--- config.mk ---
export PLATFORM = sky130hd
export DESIGN_NAME = spi_slave_top
export DESIGN_NICKNAME = d
export VERILOG_FILES = /design/src/rtl/spi_slave_top.sv
export SDC_FILE = /design/constraint.sdc
export NUM_CORES = 1
export LEC_CHECK = 0
export CORE_AREA = 10 10 74 76
export DETAILED_ROUTE_END_ITERATION = 6
export DIE_AREA = 0 0 84 86
export PLACE_DENSITY = 0.76
export SLEW_MARGIN = 20
export SYNTH_ARGS = -nofsm -noshare
export SYNTH_HDL_FRONTEND = slang
export SYNTH_SLANG_ARGS = --single-unit
--- constraint.sdc ---
create_clock -name i_clock -period 2.4 [get_ports i_clock]
set_clock_uncertainty 0.2 [all_clocks]
set_input_delay 0.24 -clock i_clock [delete_from_list [all_inputs] [get_ports i_clock]]
set_output_delay 0.24 -clock i_clock [all_outputs]
set_load 0.02 [all_outputs]
--- src/rtl/spi_slave_top.sv ---
// SPI target: oversamples CS_N/SCLK/MOSI on the system clock, all four CPOL/CPHA modes,
// one SPI_DATA_WIDTH word per slot, full duplex, MSB first, with a one-entry TX holding buffer.
module spi_slave_top #(
    parameter int SPI_DATA_WIDTH = 8,
    parameter int SYNC_STAGES    = 2
) (
    input  logic                      i_clock,
    input  logic                      i_reset_n,
    input  logic                      i_clock_polarity,
    input  logic                      i_clock_phase,
    input  logic [SPI_DATA_WIDTH-1:0] i_tx_data,
    input  logic                      i_tx_valid,
    output logic                      o_tx_ready,
    output logic [SPI_DATA_WIDTH-1:0] o_rx_data,
    output logic                      o_rx_valid,
    output logic                      o_underrun,
    input  logic                      i_spi_cs_n,
    input  logic                      i_spi_clock,
    input  logic                      i_spi_mosi,
    output logic                      o_spi_miso,
    output logic                      o_spi_miso_oe
);
    localparam int W     = SPI_DATA_WIDTH;
    localparam int CNT_W = (W > 1) ? $clog2(W) : 1;

    typedef enum logic [1:0] {
        IDLE   = 2'd0,
        LOAD   = 2'd1,
        ACTIVE = 2'd2
    } state_t;

    state_t state;
    state_t state_next;

    logic [SYNC_STAGES-1:0] cs_sync;
    logic [SYNC_STAGES-1:0] sclk_sync;
    logic [SYNC_STAGES-1:0] mosi_sync;
    logic                   sclk_d;
    logic                   cs_s;
    logic                   sclk_s;
    logic                   mosi_s;

    logic                   cpol_q;
    logic                   cpha_q;
    logic [W-1:0]           tx_buf;
    logic                   tx_full;
    logic [W-1:0]           shift_tx;
    logic [W-1:0]           shift_rx;
    logic [CNT_W-1:0]       bit_cnt;
    logic                   reload_pend;
    logic                   first_shift;

    logic                   in_word;
    logic                   leading_edge;
    logic                   trailing_edge;
    logic                   sample_edge;
    logic                   shift_edge;
    logic                   load_word;
    logic                   tx_write;
    logic                   last_bit;

    always_ff @(posedge i_clock or negedge i_reset_n) begin
        if (!i_reset_n) begin
            cs_sync   <= '1;
            sclk_sync <= '0;
            mosi_sync <= '0;
            sclk_d    <= 1'b0;
        end else begin
            cs_sync   <= {cs_sync[SYNC_STAGES-2:0], i_spi_cs_n};
            sclk_sync <= {sclk_sync[SYNC_STAGES-2:0], i_spi_clock};
            mosi_sync <= {mosi_sync[SYNC_STAGES-2:0], i_spi_mosi};
            sclk_d    <= sclk_sync[SYNC_STAGES-1];
        end
    end

    assign cs_s   = cs_sync[SYNC_STAGES-1];
    assign sclk_s = sclk_sync[SYNC_STAGES-1];
    assign mosi_s = mosi_sync[SYNC_STAGES-1];

    // Leading edge leaves the latched idle level, trailing edge returns to it.
    assign in_word       = (state == ACTIVE) && !cs_s;
    assign leading_edge  = cpol_q ? (sclk_d && !sclk_s) : (!sclk_d && sclk_s);
    assign trailing_edge = cpol_q ? (!sclk_d && sclk_s) : (sclk_d && !sclk_s);
    assign sample_edge   = in_word && (cpha_q ? trailing_edge : leading_edge);
    assign shift_edge    = in_word && (cpha_q ? leading_edge : trailing_edge);
    assign load_word     = (state == LOAD) || (shift_edge && reload_pend);
    assign last_bit      = (bit_cnt == CNT_W'(W - 1));

    // TX handshake: a word transfers on any clock edge where i_tx_valid && o_tx_ready;
    // o_tx_ready is simply "holding buffer empty" and never depends on i_tx_valid.
    assign tx_write   = i_tx_valid && o_tx_ready;
    assign o_tx_ready = !tx_full;

    assign o_spi_miso_oe = (state != IDLE);
    assign o_spi_miso    = (state == ACTIVE) && shift_tx[W-1];

    always_ff @(posedge i_clock or negedge i_reset_n) begin
        if (!i_reset_n) begin
            state <= IDLE;
        end else begin
            state <= state_next;
        end
    end

    always_comb begin
        state_next = state;
        case (state)
            IDLE:    if (!cs_s) state_next = LOAD;
            LOAD:    state_next = cs_s ? IDLE : ACTIVE;
            ACTIVE:  if (cs_s) state_next = IDLE;
            default: state_next = IDLE;
        endcase
    end

    always_ff @(posedge i_clock or negedge i_reset_n) begin
        if (!i_reset_n) begin
            cpol_q      <= 1'b0;
            cpha_q      <= 1'b0;
            tx_buf      <= '0;
            tx_full     <= 1'b0;
            shift_tx    <= '0;
            shift_rx    <= '0;
            bit_cnt     <= '0;
            reload_pend <= 1'b0;
            first_shift <= 1'b0;
            o_rx_data   <= '0;
            o_rx_valid  <= 1'b0;
            o_underrun  <= 1'b0;
        end else begin
            o_rx_valid <= 1'b0;
            o_underrun <= 1'b0;

            if (state == IDLE) begin
                cpol_q <= i_clock_polarity;
                cpha_q <= i_clock_phase;
            end

            // A write landing with a load from an empty buffer is kept for the next word.
            if (tx_write) begin
                tx_buf <= i_tx_data;
            end
            tx_full <= (tx_full && !load_word) || tx_write;

            if (load_word) begin
                shift_tx   <= tx_full ? tx_buf : '0;
                o_underrun <= !tx_full;
            end else if (shift_edge) begin
                if (!first_shift) begin
                    shift_tx <= {shift_tx[W-2:0], 1'b0};
                end
            end else if (!in_word) begin
                shift_tx <= '0;
            end

            if (state == LOAD) begin
                bit_cnt     <= '0;
                shift_rx    <= '0;
                reload_pend <= 1'b0;
                first_shift <= cpha_q;
            end else if (!in_word) begin
                bit_cnt     <= '0;
                reload_pend <= 1'b0;
                first_shift <= 1'b0;
            end else begin
                // With CPHA=1 the first leading edge only presents the MSB.
                if (shift_edge) begin
                    reload_pend <= 1'b0;
                    first_shift <= 1'b0;
                end
                if (sample_edge) begin
                    shift_rx <= {shift_rx[W-2:0], mosi_s};
                    if (last_bit) begin
                        o_rx_data   <= {shift_rx[W-2:0], mosi_s};
                        o_rx_valid  <= 1'b1;
                        bit_cnt     <= '0;
                        reload_pend <= 1'b1;
                    end else begin
                        bit_cnt <= bit_cnt + CNT_W'(1);
                    end
                end
            end
        end
    end

endmodule
==> results of run 1 <==
-- final cells by class --
cell class	count	area (µm²)
Clock buffer	5	68.8
Clock inverter	3	21.3
Fill cell	294	1440
Inverter	4	15.0
Multi-Input combinational cell	103	796
Sequential cell	50	1250
Tap cell	50	62.6
Timing Repair Buffer	33	315
-- final timing paths --
check | slack (ns) | cells after the start | end | startpoint
max in group asynchronous | 0.95 | 3 | tx_buf[3]$_DFFE_PN0P_ | i_reset_n
setup reg to reg | 0.32 | 4 | shift_tx[3]$_DFFE_PN0P_ | cpol_q$_DFFE_PN0P_
min in group asynchronous | 0.37 | 2 | o_rx_data[5]$_DFFE_PN0P_ | i_reset_n
setup / recovery | 0.28 | 3 | o_spi_miso | state[0]$_DFFE_PN0P_
hold / removal | 0.14 | 1 | cs_sync[0]$_DFF_PN1_ | i_spi_cs_n
hold reg to reg | 0.16 | 0 | cs_sync[1]$_DFF_PN1_ | cs_sync[0]$_DFF_PN1_
-- per-layer routing --
layer,global-route usage [%],vias up,wire length (µm)
met5,0,-,0
met4,6.09,0,70
met3,5.01,8,302
met2,17.4,37,1800
met1,12.2,673,1620
li1,-,637,-
-- synthesized netlist by cell type (all sizes together) --
cell | count | area, µm²
or3 | 1 | 6.26
or2b | 2 | 15.0
a21o | 1 | 7.51
buf | 2 | 12.5
dfstp | 2 | 52.6
nand3b | 1 | 7.51
o2bb2ai | 1 | 8.76
nor3b | 1 | 18.8
a32o | 1 | 10.0
o21a | 2 | 15.0
or2 | 1 | 6.26
nand3 | 16 | 92.6
nor2b | 3 | 18.8
nor2 | 13 | 48.8
ha | 2 | 25.0
o31ai | 1 | 21.3
o21ai | 7 | 35.0
a21oi | 4 | 20.0
inv | 4 | 15.0
nand2b | 2 | 12.5
mux2 | 20 | 259
a221o | 7 | 70.1
nand2 | 15 | 58.8
mux2i | 1 | 22.5
xor2 | 1 | 16.3
dfrtp | 48 | 1200
clkbuf | 2 | 7.51
-- power breakdown --
part / leakage (µW) / total (µW) / internal [µW] / switching [µW]
Sequential: 0.000649 / 1060 / 967 / 88.8
Combinational: 0.000435 / 391 / 206 / 185
Clock: 0.0000441 / 484 / 205 / 279
-- kinds of logic after synthesis --
kind of cell | count (synthesis)
and+or+nand+nor | 55
DFF | 50
AOI/OAI and AO/OA | 24
muxes | 21
buffers and inverters | 8
adders and majority gates | 2
xor gates and xnor gates | 1
-- stage by stage --
step	std cells	setup WS, ns	util (%)
after floorplan	161	0.465	-
after global placement	239	0.393	61.2
after detailed placement	239	0.323	61.2
after CTS	248	0.270	63.8
after global routing	248	0.180	63.8
final	248	0.280	63.8
-- flip-flops by register name (all words and copies together) (netlist names), 2 cells and up --
name,flops
o_rx_data,8
shift_tx,8
tx_buf,8
shift_rx,7
bit_cnt,3
cs_sync,2
mosi_sync,2
sclk_sync,2
state,2
-- layout by cell type, fill, tap and decap left out, types with 2 or more instances in the layout --
master	instances
nor2_1	13
mux2_2	11
a21oi_1	4
dfrtp_1	48
nor2b_1	3
buf_4	4
o21a_1	2
nand2b_1	2
clkbuf_8	5
or2b_1	2
mux2_4	9
o21ai_0	7
a221o_1	7
clkdlybuf4s50_1	27
inv_1	4
ha_1	2
nand2_1	14
dfstp_2	2
nand3_1	15
==> metrics.yaml, run 1 <==
cells_and_area:
  diodes: 0
  design_area_mm2: 0.00253
  layout.nets: 215
  syn2layout_area_growth_pct: 21.5
  drive_above_1_share_pct: 21.2
global_route:
  grt_pass1_vias: 1429
  antenna_found_initial: 0
  gr-total-overflow: 0
  grt_pass1_wl_um: 6580
  grt_max_degree: 41
  grt_usage_pct: 11.0
clock_tree:
  cts_setup_buffers: 0
  htreeDepth: 2
  clock_latency_ns: 0.31
  cts_tree: "built"
  cts.sink_count: 50
  ctsHoldBuffers: 1
  cts_buffers: 5
  clockBufferDepth: 2
  cts.clk_slew.worst_paths_ns: 0.08
  cts_resized: 0
  cts-root-buf: "clkbuf_8"
die:
  die_h_um: 86
  initial_utilization_pct: 52.5
  die_x_um: 84
  placementRows: 23
  die_area_mm2: 0.00722
  core_mm2: 0.00397
  ioPinCount: 29
run_status:
  run_status: "completed"
synth:
  yosys.area_share.adder_pct: 1.20
  postSynthRegisterBits: 50
  synthSimpleGateAreaFrac_pct: 13.7
  yosysSeqAreaShare_pct: 60.1
  syn_inst: 161
  synth_top_family_by_area: "simple AND/OR/NAND/NOR gates"
  synthXorXnorAreaFrac_pct: 0.780
  synth_compound_area_share_pct: 9.00
  muxShareOfSynthArea_pct: 13.5
  synthDistinctLibCells: 31
  synth_nets: 179
  netlist_area_mm2: 0.00208
  syn_avg_cell_area_um2: 12.9
  ys_warn_count: 0
worst_setup_path:
  crit_type: "reg -> out"
  setup.worst_path.end_class: "output pin"
  crit_family: "buffers and inverters"
  arrival_ns: 1.68
  worstSetupStartpointType: "flop"
  cp.required_ns: 1.96
  critPathMaxStageDelay_ns: 0.62
  critPathMaxFanout: 5
  cp_slowest_cell: "clkdlybuf4s50_1"
  cp_num_buf_inv: 1
  cp_cell_sequence: "nand2b_1 -> nor2_1 -> clkdlybuf4s50_1"
detailed_routing:
  drtPass1Iterations: 4
  routed_via_density: 5.46
  drtIter0Drc: 67
  vias: 1355
  route.detailed.drc: 0
  routedWlPerCell_um: 15.3
  drt-total-wl_um: 3800
  drtAntennaViolNets: 0
pwr:
  power.density_mw_per_mm2: 762
  max-vdd-ir-drop_mv: 0.500
  p_leak_uw: 0.00113
  total_power_uw: 1930
timing:
  max_freq_mhz: 472
  setup_viol: 0
  maxSlewHeadroom_pct: 43.4
  post-route-min-period_ns: 2.12
  finalHoldViolCount: 0
  slew_violations: 0
  holdWs_ns: 0.142
  rsz0062_at_grt: "no"
  worst_pin_slew_ns: 0.849
  fin_crit_sh_pct: 88.3
  setup_tns_ns: 0
placed_design:
  post_dp_cell_area_mm2: 0.00243
  dp_hpwl_um: 2850
  routabilityCongestion: 0.773
  portBuffers: 28
run:
  cap_viol_max_count: 0
min_path:
  min_path_type: "in -> reg"
(Power assumes the default switching activity.)
==> run 2, diff against run 1 <==
--- a/config.mk
+++ b/config.mk
@@ -5,9 +5,9 @@
 export SDC_FILE = /design/constraint.sdc
 export NUM_CORES = 1
 export LEC_CHECK = 0
-export CORE_AREA = 10 10 74 76
+export CORE_AREA = 10 10 100 58
 export DETAILED_ROUTE_END_ITERATION = 6
-export DIE_AREA = 0 0 84 86
+export DIE_AREA = 0 0 110 68
 export PLACE_DENSITY = 0.76
 export SLEW_MARGIN = 20
 export SYNTH_ARGS = -nofsm -noshare
==> run 2 against run 1 <==
Net effect:
- routed wire length grew 6.9%
- die area grew 3.5%
- sequential share of layout area fell by 0.48 points
- first-iteration DRC count is 10% higher
- fmax is 1.6% higher
- combinational power about the same
- largest cell class unchanged
- highest routed layer unchanged
==> metrics.yaml, run 2 (same netlist as run 1, synthesis figures left out) <==
run_status:
  run_status: "completed"
pwr:
  max-vdd-ir-drop_mv: 0.391
  p_sw_share_pct: 26.5
  p_leak_uw: 0.00114
  power.density_mw_per_mm2: 790
  netSwitchingPower_uw: 534
  p_seq_share_pct: 52.3
  p_clk_share_pct: 28.3
  comb_power_share_pct: 19.4
  p_int_uw: 1490
worst_setup_path:
  cp_slowest_cell: "dfrtp_1"
  crit_type: "reg -> reg"
  regToRegStartpoint: "cpha_q$_DFFE_PN0P_"
  cp_cell_sequence: "xor2_2 -> mux2_4 -> o21a_1 -> a221o_1"
  critPathMaxStageDelay_ns: 0.43
  setup.worst_path.end_class: "flop"
  crit_family: "compound AO/OA/AOI/OAI gates"
  r2r_slack_ns: 0.31
  crit_cells: 4
  r2r_cells: 4
  arrival_ns: 2.07
  startpoint: "cpha_q$_DFFE_PN0P_"
  worstSetupStartpointType: "flop"
  crit_path_end: "shift_tx[6]$_DFFE_PN0P_"
  cp_num_buf_inv: 0
  r2r_end: "shift_tx[6]$_DFFE_PN0P_"
  critPathMaxFanout: 12
  cp.required_ns: 2.38
global_route:
  grt_usage_pct: 12.1
  grt_pass1_wl_um: 6930
  grt_pass1_vias: 1410
  gr-total-overflow: 0
  antenna_found_initial: 0
  grt_max_degree: 30
clock_tree:
  cts_resized: 0
  cts.sink_count: 50
  cts_buffers: 5
  htreeDepth: 2
  clock_latency_ns: 0.30
  cts_tree: "built"
  clockBufferDepth: 2
  cts.clk_slew.worst_paths_ns: 0.08
  cts-root-buf: "clkbuf_8"
cells_and_area:
  final_core_util_pct: 61.7
  top_regs: "o_rx_data: 8 flops, shift_tx: 8 flops, tx_buf: 8 flops"
  final_common_cell: "dfrtp_1"
  final_cell_mix: "dfrtp_1, clkdlybuf4s50_1, nand3_1"
  layout.nets: 215
  diodes: 0
  drive_above_1_share_pct: 20.2
  syn2layout_area_growth_pct: 22.7
detailed_routing:
  vias: 1345
  routedWlPerCell_um: 15.9
  route.detailed.drc: 0
  drtAntennaViolNets: 0
  routed_via_density: 5.27
  drtPass1Iterations: 5
  drtIter0Drc: 74
  drt-total-wl_um: 4060
placed_design:
  dp_hpwl_um: 3130
  portBuffers: 28
  routabilityCongestion: 0.803
  pre_cts_ws_ns: 0.304
timing:
  maxSlewHeadroom_pct: 62.2
  worst_pin_slew_ns: 0.566
  slew_violations: 0
  post-route-min-period_ns: 2.09
  fin_crit_sh_pct: 86.9
  setup_tns_ns: 0
  max_freq_mhz: 479
  setup_viol: 0
  rsz0062_at_grt: "no"
  finalHoldViolCount: 0
  worst_slack_ns: 0.314
min_path:
  min_path_type: "in -> reg"
die:
  ioPinCount: 29
  core_mm2: 0.00415
  die_h_um: 68
  die_area_mm2: 0.00748
  die_x_um: 110
  initial_utilization_pct: 50.3
  placementRows: 17
run:
  cap_viol_max_count: 0
[run 2: changes by cell type in the layout (fill, tap and decap cells not counted)]
cell | previous run | this run
clkinv_4 | 1 | 0
bufinv_16 | 0 | 1
clkbuf_1 | 0 | 2
clkinv_2 | 1 | 0
clkinvlp_4 | 1 | 0
[run 2: worst min-delay path by stage]
stage,start,end,slack (ns),cells after the start
floorplan,i_reset_n,bit_cnt[0]$_DFFE_PN0P_,-0.26,0
global placement,i_reset_n,tx_buf[6]$_DFFE_PN0P_,0.01,1
detailed placement,i_reset_n,tx_buf[6]$_DFFE_PN0P_,0.03,1
CTS,i_spi_cs_n,cs_sync[0]$_DFF_PN1_,0.13,1
global route,i_spi_cs_n,cs_sync[0]$_DFF_PN1_,0.14,1
finish,i_spi_cs_n,cs_sync[0]$_DFF_PN1_,0.14,1
[run 2: layout make-up]
type,instances,area (µm²)
Clock inverter,1,30.0
Clock buffer,7,76.3
Sequential cell,50,1250
Inverter,4,15.0
Tap cell,57,71.3
Fill cell,349,1590
Multi-Input combinational cell,103,796
Timing Repair Buffer,33,315
[run 2: power groups by stage]
| stage | Clock [µW] | Sequential [µW] | Combinational (µW) |
|---|---|---|---|
| after global placement | 0 | 1070 | 383 |
| final | 572 | 1060 | 392 |
| after detailed placement | 0 | 1070 | 401 |
| after global routing | 630 | 1080 | 432 |
| after CTS | 589 | 1060 | 399 |
| after floorplan | 0 | 1050 | 274 |
[run 2: through the flow]
step / total power [µW] / hold WS (ns) / instances / area, µm²
final: 2020 / 0.145 / 255 / 2560
after detailed placement: 1470 / 0.0252 / 246 / 2440
after CTS: 2050 / 0.133 / 255 / 2560
after global placement: 1450 / 0.0101 / 246 / 2440
after global routing: 2140 / 0.143 / 255 / 2560
after floorplan: 1320 / -0.256 / 161 / 2080
[run 2: what timing repair did]
item                       in CTS  in global routing
hold buffers                    1                  0
setup buffers                   0                  0
setup endpoints to repair       0                  0
hold endpoints to repair       19                  0
[run 2: metal layers]
metal	global-route usage (%)	up-vias	wire (µm)
met5	0	-	0
met4	4.35	0	48
met2	18.7	42	1800
met1	15.3	663	1880
li1	-	635	-
met3	4.59	5	325
